## config.mk

```make
export PLATFORM = sky130hd
export DESIGN_NAME = controller_v2
export DESIGN_NICKNAME = d
export VERILOG_FILES = /design/src/rtl/controller_v2.sv
export SDC_FILE = /design/constraint.sdc
export NUM_CORES = 1
export LEC_CHECK = 0
export ABC_CLOCK_PERIOD_IN_PS = 1700
export BUFFER_PORTS_ARGS = -buffer_cell sky130_fd_sc_hd__buf_2
export CAP_MARGIN = 20
export CORE_ASPECT_RATIO = 0.75
export CORE_MARGIN = 2
export CORE_UTILIZATION = 40
export DETAILED_ROUTE_END_ITERATION = 7
export GPL_TIMING_DRIVEN = 0
export PLACE_DENSITY_LB_ADDON = 0.05
export SYNTH_ARGS = -nofsm -noshare
export SYNTH_HDL_FRONTEND = slang
export SYNTH_SLANG_ARGS = --single-unit
export TNS_END_PERCENT = 1
```

## constraint.sdc

```tcl
create_clock -name clk -period 1.7 [get_ports clk]
set_clock_uncertainty 0.05 [all_clocks]
set_input_delay 0.34 -clock clk [delete_from_list [all_inputs] [get_ports clk]]
set_output_delay 0.34 -clock clk [all_outputs]
set_load 0.03 [all_outputs]
```

## src/rtl/controller_v2.sv

```systemverilog
// rtl/controller_v2.sv - multi-cycle CPU control FSM with wait-stated fetch, flag branches, trap, halt and retire counter
module controller_v2 #(
  parameter int OP_W      = 4,
  parameter int ALU_SEL_W = 4,
  parameter int WAIT_CYC  = 0,
  parameter int CNT_W     = 16
) (
  input  logic                 clk,
  input  logic                 CLB,
  input  logic [OP_W-1:0]      op,
  input  logic                 z,
  input  logic                 c,
  input  logic                 mem_rdy,
  input  logic                 run,
  output logic                 LoadIR,
  output logic                 IncPC,
  output logic                 SelPC,
  output logic                 LoadPC,
  output logic                 LoadReg,
  output logic                 LoadAcc,
  output logic [1:0]           SelAcc,
  output logic [ALU_SEL_W-1:0] SelALU,
  output logic                 halted,
  output logic                 trap,
  output logic [CNT_W-1:0]     instr_cnt
);

  typedef enum logic [2:0] {
    INIT, FETCH, DECODE, BRANCH, EXEC_ACC, EXEC_REG, HALT, TRAP
  } state_t;

  localparam logic [3:0] OP_NOP  = 4'b0000;
  localparam logic [3:0] OP_MOVR = 4'b0100;
  localparam logic [3:0] OP_MOVA = 4'b0101;
  localparam logic [3:0] OP_JZRS = 4'b0110;
  localparam logic [3:0] OP_JZIM = 4'b0111;
  localparam logic [3:0] OP_JCRS = 4'b1000;
  localparam logic [3:0] OP_JCIM = 4'b1010;
  localparam logic [3:0] OP_LDIM = 4'b1101;
  localparam logic [3:0] OP_HALT = 4'b1111;
  localparam logic [3:0] WAIT_MAX = 4'(WAIT_CYC);

  state_t     state;
  state_t     decode_next;
  logic [3:0] wait_cnt;
  logic [3:0] op_lo;
  logic       op_hi_zero;
  logic       fetch_ok;
  logic       is_jz;
  logic       is_jc;
  logic       retire;

  assign op_lo      = op[3:0];
  assign op_hi_zero = (op >> 4) == '0;
  assign fetch_ok   = (wait_cnt == WAIT_MAX) && mem_rdy;
  assign is_jz      = (op_lo == OP_JZRS) || (op_lo == OP_JZIM);
  assign is_jc      = (op_lo == OP_JCRS) || (op_lo == OP_JCIM);

  always_comb begin
    decode_next = TRAP;
    if (op_hi_zero) begin
      case (op_lo)
        OP_NOP:                            decode_next = FETCH;
        OP_HALT:                           decode_next = HALT;
        OP_MOVA:                           decode_next = EXEC_REG;
        OP_JZRS, OP_JZIM, OP_JCRS, OP_JCIM: decode_next = BRANCH;
        4'b1001, 4'b1110:                  decode_next = TRAP;
        default:                           decode_next = EXEC_ACC;
      endcase
    end
  end

  // NOP and HALT retire as they leave DECODE; everything else retires in its execute state.
  assign retire = ((state == DECODE) && ((decode_next == FETCH) || (decode_next == HALT)))
               || (state == BRANCH) || (state == EXEC_ACC) || (state == EXEC_REG);

  always_ff @(posedge clk) begin
    if (!CLB) begin
      state     <= INIT;
      wait_cnt  <= '0;
      instr_cnt <= '0;
    end else begin
      if (retire) instr_cnt <= instr_cnt + CNT_W'(1);
      case (state)
        INIT:   state <= FETCH;
        FETCH: begin
          if (fetch_ok) begin
            state    <= DECODE;
            wait_cnt <= '0;
          end else if (wait_cnt != WAIT_MAX) begin
            wait_cnt <= wait_cnt + 4'd1;
          end
        end
        DECODE:                      state <= decode_next;
        BRANCH, EXEC_ACC, EXEC_REG:  state <= FETCH;
        HALT:   if (run) state <= FETCH;
        TRAP:   state <= TRAP;
        default: state <= INIT;
      endcase
    end
  end

  always_comb begin
    LoadIR  = 1'b0;
    IncPC   = 1'b0;
    SelPC   = 1'b0;
    LoadPC  = 1'b0;
    LoadReg = 1'b0;
    LoadAcc = 1'b0;
    SelAcc  = 2'b00;
    SelALU  = '0;
    halted  = 1'b0;
    trap    = 1'b0;
    case (state)
      FETCH:  LoadIR = fetch_ok;
      DECODE: IncPC  = 1'b1;
      BRANCH: begin
        SelPC  = (op_lo == OP_JZRS) || (op_lo == OP_JCRS);
        LoadPC = (is_jz && z) || (is_jc && c);
      end
      EXEC_ACC: begin
        LoadAcc = 1'b1;
        SelAcc  = (op_lo == OP_MOVR) ? 2'b10 : (op_lo == OP_LDIM) ? 2'b11 : 2'b00;
        SelALU  = ALU_SEL_W'(op_lo);
      end
      EXEC_REG: LoadReg = 1'b1;
      HALT:     halted  = 1'b1;
      TRAP:     trap    = 1'b1;
      default:  ;
    endcase
  end

endmodule

```

# Word-level counts from Yosys, hierarchy flattened
# Memories as Yosys holds them, arrays and structs flattened.
# Cells that the tools add are included.
[totals]
rom_bits = 48
in_bits = 10
memories = 1
ff_bits = 23
out_inout_bits = 30
[classes]
n_mux = 17
eq_ne = 17
n_addsub = 2
n_reduce_logical = 19
[mem_list]
columns = ["name", "depth", "width", "rd", "rd_ports_with_merged_regs", "wr", "line", "text"]
rows = [
  ["(name not given)", 16, 3, 1, 0, 0, "62", "case (op_lo)"],
]
[op_table]
columns = ["operator", "n"]
rows = [
  ["adder 16 x 1 -> 16 bit, second input constant", 1],
  ["== test 3 bit, second input constant", 5],
  ["one-hot mux 3 bit (5 select lines)", 1],
  ["== test 4 x 3 -> 1 bit, second input constant", 3],
  ["== test 4 bit, second input constant", 3],
  ["2-to-1 mux 4 bit", 3],
  ["logical OR 1 bit", 8],
  ["2-to-1 mux 1 bit", 8],
  ["== test 3 x 1 -> 1 bit, second input constant", 2],
  ["== test 3 x 2 -> 1 bit, second input constant", 2],
  ["2-to-1 mux 2 bit", 3],
  ["2-to-1 mux 3 bit", 2],
  ["adder 4 x 1 -> 4 bit, second input constant", 1],
  ["logical AND 1 bit", 4],
  ["zero test 4 bit", 1],
  ["!= test 2 bit, second input constant", 2],
  ["AND reduction 2 bit", 2],
  ["nonzero test 4 bit", 1],
  ["OR reduction 4 bit", 1],
  ["zero test 3 bit", 1],
  ["nonzero test 2 bit", 1],
]

# Logic depth before layout (Yosys ltp)
# An unclocked memory read counts as a cell.
[depth]
depth_word = 7
ltp_mapped = 7

# Worst setup path after synthesis
# OpenSTA, ideal clock, no wires.
[synth_path]
kind = "flip-flop to output port"
startpoint = "reg state[1]"
endpoint = "out SelAcc[1]"
path_stages_with_launch = 6
t_arrival_ns = 2.355
n_path_buf = 1
required_ns = 1.310
slack_ns = -1.045
path_cell_list = "dfxtp_1 > buf_2 > nor3b_1 > and2_1 > nand2_1 > a21oi_1"
[synth_between]
elab_chain_len = 2
[synth_lines]
columns = ["item", "line", "text"]
rows = [
  ["start: declaration", "43", "state_t state;"],
  ["start signal: assignment", "94", "DECODE: state <= decode_next;"],
  ["== test 3 bit", "114", "case (state)"],
  ["2-to-1 mux 2 bit", "114", ""],
  ["end: declaration", "21", "output logic [1:0] SelAcc,"],
]
# No other way between the ends.

# Worst setup path after layout
[layout_path]
startpoint = "reg state[2]"
endpoint = "out SelAcc[1]"
# The elaborated chain is that of the path after synthesis.

==> impl_metrics.env <==
export IMPL_synth_compound_area_share_pct=21.06
export IMPL_busiest_layer="met2"
export IMPL_crit_fanout=6
export IMPL_drv_slew=0
export IMPL_p_total_mw=1.046
export IMPL_die_h_um=54.73
export IMPL_synth_most_common_cell="dfxtp_1"
export IMPL_drive_above_1_share_pct=36.24
export IMPL_drt_total_wl_mm=3.343
export IMPL_dp_cells=248
export IMPL_num_vias=1441
export IMPL_synth_top_cell_area_share_pct=33.55
export IMPL_seq_area_frac_synth_pct=33.55
export IMPL_synth_top_cell_by_area="dfxtp_1"
export IMPL_grt_max_degree=14
export IMPL_crit_type="flip-flop to primary output"
export IMPL_grt_pass1_wl_mm=5.326
export IMPL_dr_pass1_iters=4
export IMPL_fin_nets=232
export IMPL_first_iter_violations=71
export IMPL_relSlewSlack_pct=67.63
export IMPL_status="finished with violations"
export IMPL_synth_nets=184
export IMPL_die_w_um=71.64
export IMPL_final_cell_count_no_fill=258
export IMPL_muxShareOfSynthArea_pct=3.737
export IMPL_clk_latency_ns=0.26
export IMPL_cp_end_kind="primary output"
export IMPL_portBuffers=37
export IMPL_syn_inst=171
export IMPL_drc=0
export IMPL_met1_usage_pct=25.08
export IMPL_placed_area_um2=1654
export IMPL_design_area_um2=1861
export IMPL_final_setup_viol_count=3
export IMPL_period_needed_ns=1.760
export IMPL_synth_edf_count=0
export IMPL_grt_usage_pct=17.24
export IMPL_rsz0062_at_grt="yes"
export IMPL_cp_start_kind="flip-flop"
export IMPL_cts_tree="built"
export IMPL_crit_arrival_ns=1.37
export IMPL_synthAdderAreaFrac_pct=2.735
export IMPL_antenna_found_initial=0
export IMPL_min_period_over_period_pct=103.5
export IMPL_synth_xor_area_share_pct=1.914
export IMPL_p_int_mw=0.7692
export IMPL_cts_root_buf="clkbuf_8"
export IMPL_grt_overflow_total=0
export IMPL_ys_types=38
export IMPL_n_antenna_cell=0
export IMPL_drt_vias_per_instance=5.585
export IMPL_clkPwrFrac_pct=32.1
export IMPL_maxCapViolCount=0
export IMPL_hold_path_class="primary input to flip-flop"
export IMPL_post_drt_wl_per_cell_um=12.96
export IMPL_worst_slew_pin_slew_ns=0.4793
export IMPL_p_comb_share_pct=14.4
export IMPL_rows=18
export IMPL_syn_area_per_cell_um2=8.027
export IMPL_hold_viol=0
export IMPL_ys_seq_elements=23
export IMPL_grt_pass1_vias=1166
export IMPL_ys_warn_count=0
export IMPL_fmax_mhz=568.3
export IMPL_synth_top_family_by_area="simple AND/OR/NAND/NOR gates"
export IMPL_io_pins=40
export IMPL_synthSimpleGateAreaFrac_pct=30.08
export IMPL_cts_max_path_buffers=2
export IMPL_required_ns=1.31
export IMPL_final_setup_worst_slack_ns=-0.05957
export IMPL_h_tree_depth=1
export IMPL_rr_worst_depth=5
export IMPL_synth_common_cells="23 x dfxtp_1, 19 x a21oi_1, 13 x nor2_1"
export IMPL_grt_use_met2_pct=26.85
export IMPL_drtAntennaViolNets=0
export IMPL_areaGrowthSynthToFinish_pct=35.55
export IMPL_final_util_pct=56.58
export IMPL_die_area_um2=3921
export IMPL_hpwl_mm=2.446
export IMPL_p_sw_mw=0.2764
export IMPL_path_clk_slew_ns=0.08
export IMPL_ys_flop_type="dfxtp_1"
export IMPL_max_vdd_ir_drop_mv=0.4221
export IMPL_grt_met3_usage_pct=4.604
export IMPL_powerDensity_nw_per_um2=562.0
export IMPL_holdPathStages=2
export IMPL_async_flop_share_pct=0
export IMPL_synth_area_um2=1373
export IMPL_core_um2=3288
export IMPL_cts_sink_count=23
export IMPL_violations="negative setup slack"
export IMPL_start_util_pct=41.74
export IMPL_synth_area_leaders="dfxtp_1 34%, a21oi_1 6.9%, o21ai_0 3.6%, nor2_1 3.6%, or3_1 3.2%"
export IMPL_p_seq_share_pct=53.5
export IMPL_nFillCells=295
export IMPL_power_leakage_nw=0.7816
export IMPL_cts_made_buffers=3
export IMPL_p_sw_share_pct=26.44
export IMPL_place_gp_congestion=0.8776
[cell usage in the layout (no fill, tap or decap), drive strengths merged]
| cell | Yosys | routed |
|---|---|---|
| o41ai | 3 | 3 |
| nand3b | 1 | 1 |
| o32ai | 1 | 1 |
| or4 | 5 | 5 |
| nor2b | 1 | 1 |
| a211oi | 1 | 1 |
| or2 | 1 | 1 |
| xor2 | 2 | 2 |
| nor3 | 4 | 4 |
| clkinv | 0 | 1 |
| clkbuf | 4 | 7 |
| o311ai | 2 | 2 |
| inv | 10 | 10 |
| xnor2 | 1 | 1 |
| o21ai | 10 | 10 |
| a31oi | 1 | 1 |
| nand4 | 5 | 5 |
| and4 | 4 | 4 |
| nor3b | 5 | 5 |
| and2 | 4 | 4 |
| a21o | 1 | 1 |
| ha | 3 | 3 |
| nand3 | 6 | 6 |
| mux2i | 4 | 4 |
| a21oi | 19 | 19 |
| o21a | 2 | 2 |
| nand2b | 1 | 1 |
| nor2 | 13 | 13 |
| or3 | 7 | 7 |
| and3 | 3 | 3 |
| mux2 | 1 | 1 |
| nand2 | 10 | 10 |
| o31ai | 5 | 5 |
| nor4 | 1 | 1 |
| dfxtp | 23 | 23 |
| buf | 6 | 49 |
| a21bo | 1 | 1 |
[critical path, cell delays in order (launching register included)]
cell and delay [ns]:
dfxtp_4 0.40, nor3b_4 0.21, and2_4 0.18, nand2_4 0.06
a21oi_4 0.11, buf_6 0.14
[path summary, 6_finish.rpt]
check,from,endpoint,slack (ns)
min,CLB,instr_cnt[7]$_SDFFE_PN0P_,0.28
max,state[2]$_SDFFE_PN0P_,SelAcc[1],-0.06
max reg2reg,state[1]$_SDFFE_PN0P_,instr_cnt[13]$_SDFFE_PN0P_,0.04
min reg2reg,instr_cnt[15]$_SDFFE_PN0P_,instr_cnt[15]$_SDFFE_PN0P_,0.44
[cells by family (layout without fill, tap and decap cells)]
kind of cell / after synthesis / in the layout
AOI/OAI and AO/OA: 46 / 46
muxes: 5 / 5
DFF: 23 / 23
adders and majority gates: 3 / 3
buffers and inverters: 20 / 67
and+or+nand+nor: 71 / 71
xor gates and xnor gates: 3 / 3
[per-layer routing]
| layer | part of all wire [%] | vias up |
|---|---|---|
| li1 | - | 729 |
| met1 | 51 | 672 |
| met2 | 44 | 40 |
| met3 | 5.2 | 0 |
| met4 | 0 | 0 |
| met5 | 0 | - |
[power groups by stage]
stage	clock network (mW)	registers [mW]	logic, mW
floorplan	0	0.568	0.0980
CTS	0.340	0.558	0.144
detailed placement	0	0.567	0.139
finish	0.336	0.560	0.150
global placement	0	0.566	0.136
global route	0.368	0.562	0.165
[metrics by stage]
stage          TNS (ns)  setup WS, ns  hold slack, ns
2_1_floorplan   -0.3586       -0.1246          0.4077
3_3_place_gp     -2.371       -0.2033          0.4112
4_1_cts         -0.1266      -0.04722          0.2890
3_5_place_dp     -3.043       -0.2257          0.4222
5_1_grt         -0.8251       -0.1362          0.2931
6_report        -0.1212      -0.05957          0.2849
[sequential cells by signal (all words and copies together), names as in the netlist]
| register | count |
|---|---|
| state | 3 |
| instr_cnt | 16 |
| wait_cnt | 4 |
[repair_timing]
action,4_1_cts,5_1_grt
gates cloned,0,0
hold buffers,0,0
resized for setup,19,24
endpoints found under the setup margin,26,24
pin swaps,3,2
buffers inserted,5,2
[layout make-up]
class,instances,area [µm²],share of cell area (%)
Buffer,9,56.30,3.026
Clock buffer,3,41.29,2.219
Clock inverter,1,5.005,0.2690
Inverter,10,37.54,2.017
Multi-Input combinational cell,128,912.1,49.03
Sequential cell,23,476.7,25.62
Tap cell,40,50.05,2.690
Timing Repair Buffer,44,281.5,15.13
(Power assumes the default switching activity.)
